$ cat src/rtl/leg_drive_pkg.sv
// Shared types and constants for the leg-drive channel arbiter.
// The state enum and direction encodings are used by the arbiter and its bench.
package leg_drive_pkg;

  typedef enum logic [1:0] {
    IDLE  = 2'd0,
    GRANT = 2'd1,
    DEAD  = 2'd2
  } state_e;

  localparam logic [1:0] DIR_COAST   = 2'b00;
  localparam logic [1:0] DIR_FWD     = 2'b01;
  localparam logic [1:0] DIR_REV     = 2'b10;
  localparam logic [1:0] DIR_ILLEGAL = 2'b11;

  function automatic logic is_illegal(input logic [1:0] cmd);
    return cmd == DIR_ILLEGAL;
  endfunction

  // Anything that is not a real drive direction collapses to coast.
  function automatic logic [1:0] filter_cmd(input logic [1:0] cmd);
    logic [1:0] res;
    res = DIR_COAST;
    case (cmd)
      DIR_FWD: res = DIR_FWD;
      DIR_REV: res = DIR_REV;
      default: res = DIR_COAST;
    endcase
    return res;
  endfunction

endpackage

$ cat src/rtl/leg_drive_arbiter_mux2.sv
// Two-input datapath multiplexer (MUX2) selecting between the requester commands.
// sel=0 passes inPort1, sel=1 passes inPort2.
module MUX2 #(
  parameter int W = 2
) (
  input  logic [W-1:0] inPort1,
  input  logic [W-1:0] inPort2,
  input  logic         sel,
  output logic [W-1:0] outPort
);

  assign outPort = sel ? inPort2 : inPort1;

endmodule

$ cat src/rtl/leg_drive_arbiter.sv
// Round-robin arbiter sharing one 2-bit H-bridge direction channel between two requesters,
// with enforced dead-time between owners. Optional watchdog release: `define ARB_WATCHDOG_EN.
module leg_drive_arbiter
  import leg_drive_pkg::*;
#(
  parameter int GAP_CYCLES = 4,
  parameter int MAX_GRANT  = 1024,
  parameter int CNT_W      = 11
) (
  input  logic       clk,
  input  logic       rstN,
  input  logic       req1,
  input  logic       req2,
  input  logic [1:0] cmd1,
  input  logic [1:0] cmd2,
  output logic       gnt1,
  output logic       gnt2,
  output logic       sel,
  output logic [1:0] outPort,
  output logic       busy,
  output logic       errIllegal,
  output logic       timeoutPulse,
  output logic [1:0] dbg_state
);

  // Handshake: a requester raises reqN and holds it for the whole ownership; gntN rises one
  // edge after arbitration in IDLE and falls on the edge after reqN is sampled low (or on a
  // watchdog release). Dropping reqN is the only way an owner hands the channel back.

  localparam logic [CNT_W-1:0] GAP_LOAD = CNT_W'(GAP_CYCLES);
  localparam logic [CNT_W-1:0] CNT_ONE  = CNT_W'(1);

  state_e           state_q, state_d;
  logic             gnt1_q, gnt1_d;
  logic             gnt2_q, gnt2_d;
  logic             sel_q, sel_d;
  logic             err_q, err_d;
  logic             last_q, last_d;
  logic [1:0]       out_q, out_d;
  logic [CNT_W-1:0] cnt_q, cnt_d;
  logic [1:0]       mux_cmd;
  logic             owner_req;
  logic             wd_fire;
  logic             pick2;

  MUX2 #(.W(2)) u_mux (
    .inPort1 (cmd1),
    .inPort2 (cmd2),
    .sel     (sel_q),
    .outPort (mux_cmd)
  );

  assign owner_req = sel_q ? req2 : req1;

`ifdef ARB_WATCHDOG_EN
  logic other_req;
  logic tout_q, tout_d;

  assign other_req = sel_q ? req1 : req2;
  // In GRANT the counter holds the number of grant cycles so far, saturating at MAX_GRANT.
  assign wd_fire   = (state_q == GRANT) && owner_req && other_req &&
                     (cnt_q >= CNT_W'(MAX_GRANT));
  assign tout_d    = wd_fire;

  always_ff @(posedge clk or negedge rstN) begin
    if (!rstN) begin
      tout_q <= 1'b0;
    end else begin
      tout_q <= tout_d;
    end
  end

  assign timeoutPulse = tout_q;
`else
  assign wd_fire      = 1'b0;
  assign timeoutPulse = 1'b0;
`endif

  always_comb begin
    state_d = state_q;
    gnt1_d  = gnt1_q;
    gnt2_d  = gnt2_q;
    sel_d   = sel_q;
    out_d   = DIR_COAST;
    err_d   = 1'b0;
    last_d  = last_q;
    cnt_d   = cnt_q;
    // last_q=1 means requester 2 owned last, so a tie goes to requester 1.
    pick2   = req2 && (!req1 || !last_q);
    unique case (state_q)
      IDLE: begin
        if (req1 || req2) begin
          state_d = GRANT;
          gnt1_d  = !pick2;
          gnt2_d  = pick2;
          sel_d   = pick2;
          cnt_d   = CNT_ONE;
        end
      end
      GRANT: begin
        if (!owner_req || wd_fire) begin
          gnt1_d  = 1'b0;
          gnt2_d  = 1'b0;
          last_d  = sel_q;
          cnt_d   = GAP_LOAD;
          state_d = (GAP_CYCLES == 0) ? IDLE : DEAD;
        end else begin
          out_d = filter_cmd(mux_cmd);
          err_d = is_illegal(mux_cmd);
`ifdef ARB_WATCHDOG_EN
          if (cnt_q < CNT_W'(MAX_GRANT)) begin
            cnt_d = cnt_q + CNT_ONE;
          end
`endif
        end
      end
      DEAD: begin
        if (cnt_q <= CNT_ONE) begin
          state_d = IDLE;
          cnt_d   = '0;
        end else begin
          cnt_d = cnt_q - CNT_ONE;
        end
      end
      default: begin
        state_d = IDLE;
      end
    endcase
  end

  always_ff @(posedge clk or negedge rstN) begin
    if (!rstN) begin
      state_q <= IDLE;
      gnt1_q  <= 1'b0;
      gnt2_q  <= 1'b0;
      sel_q   <= 1'b0;
      out_q   <= DIR_COAST;
      err_q   <= 1'b0;
      last_q  <= 1'b1;
      cnt_q   <= '0;
    end else begin
      state_q <= state_d;
      gnt1_q  <= gnt1_d;
      gnt2_q  <= gnt2_d;
      sel_q   <= sel_d;
      out_q   <= out_d;
      err_q   <= err_d;
      last_q  <= last_d;
      cnt_q   <= cnt_d;
    end
  end

  assign gnt1       = gnt1_q;
  assign gnt2       = gnt2_q;
  assign sel        = sel_q;
  assign outPort    = out_q;
  assign errIllegal = err_q;
  assign busy       = (state_q != IDLE);
  assign dbg_state  = state_q;

endmodule

$ cat config.mk
export PLATFORM = sky130hd
export DESIGN_NAME = leg_drive_arbiter
export DESIGN_NICKNAME = d
export VERILOG_FILES = /design/src/rtl/leg_drive_pkg.sv /design/src/rtl/leg_drive_arbiter_mux2.sv /design/src/rtl/leg_drive_arbiter.sv
export SDC_FILE = /design/constraint.sdc
export NUM_CORES = 1
export LEC_CHECK = 0
export CAP_MARGIN = 20
export CORE_MARGIN = 2
export CORE_UTILIZATION = 34
export CTS_BUF_LIST = sky130_fd_sc_hd__clkbuf_4
export CTS_CLUSTER_SIZE = 14
export DETAILED_ROUTE_END_ITERATION = 8
export PLACE_DENSITY = 0.53
export SYNTH_ARGS = -nofsm -noshare
export SYNTH_HDL_FRONTEND = slang
export SYNTH_SLANG_ARGS = --single-unit
$ cat constraint.sdc
create_clock -name clk -period 3 [get_ports clk]
set_input_delay 0.9 -clock clk [delete_from_list [all_inputs] [get_ports clk]]
set_output_delay 0.9 -clock clk [all_outputs]
set_load 0.02 [all_outputs]
### Word-level counts from Yosys, hierarchy flattened

Index checks and enable logic that the tools add are counted.

* muxes and demuxes: 20
* magnitude comparators: 1
* bitwise operators: 1
* reduce and logical (&&, ||, !) cells: 15
* eq/ne operators: 8
* add/subtract/negate cells: 1

Operators with widths (count)
* two-way mux 11 bit: 3
* one-hot mux 11 bit (3 select lines): 1
* two-way mux 2 bit: 6
* <= comparator 11 x 1 -> 1 bit (second input constant): 1
* subtractor 11 x 1 -> 11 bit (second input constant): 1
* AND reduction 3 bit: 3
* == test 2 bit (second input constant): 3
* two-way mux 1 bit: 6
* inequality test 2 bit (second input constant): 3
* one-hot mux 2 bit (3 select lines): 1
* == test 2 x 1 -> 1 bit (second input constant): 2
* one-hot mux 1 bit (2 select lines): 2
* one-hot mux 2 bit (2 select lines): 1
* AND reduction 2 bit: 2
* nonzero test 2 bit: 2
* logical NOT 1 bit: 3
* nonzero test 3 bit: 1
* logical NOT 2 bit: 1
* logical OR 1 bit: 2
* logical AND 1 bit: 1
* NOT 1 bit: 1

* bits of input ports: 8
* logic and storage cells: 54
* output and inout port bits: 10
* register bits after elaboration: 20

### Logic depth before layout (Yosys ltp)

Gate-level depths: netlist of the first run.

* depth after elaboration: 6
* gate-level depth with buffers: 7
* mapped depth without buffers: 7

### Modules after synthesis

From an unflattened synthesis of the first run, not the netlist that was laid out.

* cell total of the unflattened synthesis: 121
* area, all modules: 1211.2 um^2

Modules (own cells, without submodules)
* leg_drive_arbiter: area an instance 1188.6 um^2, seq. area each 501.7 um^2, times used 1, cells an instance 119
* MUX2: area an instance 22.5 um^2, seq. area each 0.0 um^2, times used 1, cells an instance 2

### Worst setup path before layout of the first run

No wires, ideal clock.

* kind: input-to-reg
* start point: input req1
* end point: register cnt_q[2]
* data required time: 2.878 ns
* setup slack: 0.968 ns
* library setup time: 0.122 ns
* buffers on the path: 1
* arrival time: 1.910 ns
* cell stages on the path: 5
* cell sequence: mux2_4 > a211oi_4 > buf_6 > o21ai_1 > a32o_1

* cells in the longest elaborated chain, start to end: 3
* elaborated cells between the ends (all ways): 5
* classes of those cells: eq/ne: 2; mux: 1; reduce/logical: 2

RTL lines
* start: declaration: RTL line leg_drive_arbiter.sv:12 `input logic req1,`
* two-way mux 1 bit or logical OR 1 bit (tied branches): RTL line leg_drive_arbiter.sv:53, leg_drive_arbiter.sv:92
* inequality test 2 bit (no line)
* AND reduction 3 bit (no line) *
* end signal: assignment: RTL line leg_drive_arbiter.sv:149 `cnt_q <= cnt_d;`
* end: declaration: RTL line leg_drive_arbiter.sv:40 `logic [CNT_W-1:0] cnt_q, cnt_d;`

Mark *: on every way between the ends. The rest lies on a longest branch, timed or not.
A chain may end at the register's enable or synchronous reset.

### Worst setup path after layout of the first run

* start point: register state_q[0] (netlist: dbg_state[0])
* end point: output busy

* cells in the longest elaborated chain, start to end: 1

RTL lines
* start: declaration: RTL line leg_drive_arbiter.sv:33 `state_e state_q, state_d;`
* start signal: assignment: RTL line leg_drive_arbiter.sv:142 `state_q <= state_d;`
* nonzero test 2 bit: RTL line leg_drive_arbiter.sv:158 `assign busy = (state_q != IDLE);`
* end: declaration: RTL line leg_drive_arbiter.sv:20 `output logic busy,`

Every way passes these cells.

==> metrics.md, run 1 <==
| Metric | Value |
|---|---|
| Initial drt markers | `57` |
| Hold Violations, Final | `0` |
| Static Leak | `0.688 nW` |
| GP Congestion | `0.808` |
| GRT Util Overall | `0.135` |
| Type of origin of the critical path | `register` |
| # nets final | `158` |
| Post-layout min period | `2730 ps` |
| Avg Cell Area, Syn | `9.77 sq um` |
| DP HPWL | `1880 um` |
| CTS tree | `built` |
| GR peak layer | `met2` |
| Initial antenna violation count | `0` |
| Synth area leader | `dfrtp_1` |
| Post CTS Setup Buffer Count | `0` |
| YS warnings | `0` |
| Max-cap viol count | `0` |
| Antenna-violating nets left | `0` |
| Fmax | `0.367 GHz` |
| Die span in x | `64.2 um` |
| Routed vias | `995` |
| Worst-path fanout max | `4` |
| Core Region | `3420 sq um` |
| Clock sink count | `20` |
| Vias in the first global route | `957` |
| Worst endpoint required time | `2100 ps` |
| Die H | `64.2 um` |
| IO Port Bufs | `16` |
| Post-synthesis sequential area ratio | `0.408` |
| M3 GR Usage | `0.0264` |
| Post-Syn Instances | `126` |
| Final wirelength | `2570 um` |
| Synth Register Bits | `20` |
| Hold bufs inserted after CTS | `0` |
| Syn Std Cell Area | `1230 sq um` |
| CP endpoint kind | `output port` |
| H-tree levels | `1` |
| Post-CTS Resized | `0` |
| Worst Path Arrival | `1830 ps` |
| Unrepaired setup endpoints after global routing | `no` |
| Pre-CTS setup slack | `139 ps` |
| Worst-path clk slew | `120 ps` |
| Area growth syn-to-layout | `18.9%` |
| Top-area cell type share of the netlist area | `0.386` |
| Max Clock Skew | `1.30 ps` |
| Die ar. | `4120 sq um` |
| Drc violations | `0` |
| Pwr Density | `976 nW/um^2` |
| VDD IR max | `0.600 mV` |
| Syn Nets | `140` |
| Worst Max-Slew Pin Slew | `509 ps` |
| DR pass1 iterations | `4` |
| Synth area leaders | `dfrtp_1, ha_1, o21ai_1, a21o_1, buf_6` |
| Final Slew Violations | `0` |
| Fraction of layout cells with a size suffix above 1 | `0.119` |
| Max clock buf depth | `2` |
| Type of the tightest min-delay check | `register to register` |
| CTS Buf Count | `3` |
| Crit Path Class | `register to output port` |
| Outcome | `finished, final reports clean` |
| Met1 usage | `0.171` |
| Root buffer cell | `clkbuf_4` |
| Mean number of vias per cell | `5.26` |
| Total negative setup slack | `0 ps` |
| WL per Instance | `13.6 um` |
| Slew HR | `0.660` |
| Number of antenna diodes | `0` |
| Period utilization | `0.909` |
| # setup viols final | `0` |
| Distinct cells, synth | `44` |
| Post-route setup slack | `272 ps` |
| Worst-skew pair later-pin latency | `310 ps` |
| Largest net degree at the start of global routing | `21` |
| GRT overflow | `0` |
| Final core occ | `0.429` |
| IO Count | `18` |
| Met2 global-route usage | `0.229` |
| # rows | `21` |
| Initial Util | `0.360` |
| Global-route wire length before repair | `4390 um` |
synthesized netlist by cell type, drive strengths merged:
cell type / number
conb: 1
a32o: 1
o21ai: 12
nand2: 6
o21a: 1
nor4: 5
a21o: 7
inv: 9
o21bai: 1
o211ai: 1
a21oi: 7
or3: 3
nand3: 2
nor2b: 1
a211oi: 2
o31ai: 1
dfstp: 1
a32oi: 1
mux2: 2
o22ai: 1
and2: 2
nor3b: 2
ha: 6
dfrtp: 19
and3: 1
a21boi: 1
nand3b: 1
o2bb2ai: 1
nand2b: 4
o221ai: 1
o32a: 1
buf: 5
nor3: 7
mux2i: 1
nor2: 9
cells by family after synthesis:
logic type      count (synthesis)  synth area share
fa+ha+maj                       6            0.0610
compound gates                 39             0.238
buf+inv                        14            0.0701
simple gates                   43             0.191
other cells                     1           0.00305
mux                             3            0.0295
flops                          20             0.408
cell type report:
class | count | area (sq um)
clock buffer | 3 | 22.5
clock inverter | 1 | 30.0
fill | 355 | 1950
inverter | 9 | 33.8
multi-input combinational | 92 | 643
sequential | 20 | 502
tap | 46 | 57.6
timing repair buffer | 18 | 175
layer usage:
| metal | part of all wire | up-vias |
|---|---|---|
| met3 | 0.035 | 2 |
| met4 | 0.0089 | 0 |
| li1 | - | 484 |
| met1 | 0.46 | 490 |
| met5 | 0 | - |
| met2 | 0.50 | 19 |
report_power, final:
part	internal (W)	switching [W]	leakage [nW]
clock	0.000135	0.0000914	0.0279
combinational	0.000335	0.000452	0.397
sequential	0.000339	0.0000763	0.263
total	0.000809	0.000619	0.688
worst max-delay path: stages (launching register included):
cell	delay (ps)
dfrtp_1	420
inv_1	100
ha_1	250
inv_1	140
clkdlybuf4s50_1	620
through the flow:
stage	hold WS, ps	power [W]	area (sq um)	cells
CTS	524	0.00144	1460	189
global route	539	0.00155	1460	189
finish	519	0.00143	1460	189
global placement	483	0.00120	1410	185
detailed placement	496	0.00121	1410	185
floorplan	467	0.00102	1230	126
state kept, by name (all words and copies together) (netlist names):
register and cells:
cnt_q 11, dbg_state 2, errIllegal 1, gnt1 1, gnt2 1, last_q 1, outPort 2, sel 1
cells in the final DEF (no fill, tap or decap), types with 2 or more instances in the layout:
cell type         n
buf_4             2
nor2_1            9
nor4_1            4
and2_1            2
clkbuf_4          3
ha_1              6
a21oi_1           6
clkdlybuf4s50_1  16
nor3_1            7
dfrtp_1          19
nand2_1           6
or3_1             3
nand3_1           2
o21ai_2           2
nand2b_1          4
inv_1             9
o21ai_1           9
a21o_1            6
worst paths after layout:
kind,start,to,slack (ps),cells past startpoint
min in group asynchronous,rstN,cnt_q[7]$_DFFE_PN0P_,920,2
max reg2reg,dbg_state[0]$_DFFE_PN0P_,cnt_q[4]$_DFFE_PN0P_,930,7
max,dbg_state[0]$_DFFE_PN0P_,busy,270,4
min reg2reg,gnt1$_DFFE_PN0P_,gnt1$_DFFE_PN0P_,520,2
min,gnt1$_DFFE_PN0P_,gnt1$_DFFE_PN0P_,520,2
max in group asynchronous,rstN,last_q$_DFFE_PN1P_,1810,2
Note: power is estimated with default switching activity, not from simulation.
==> run 2: changes to the inputs <==
GPL_TIMING_DRIVEN = 1   (was unset)
==> results of run 2 <==
Final layout, timing and power as in run 1 (identical DEF).
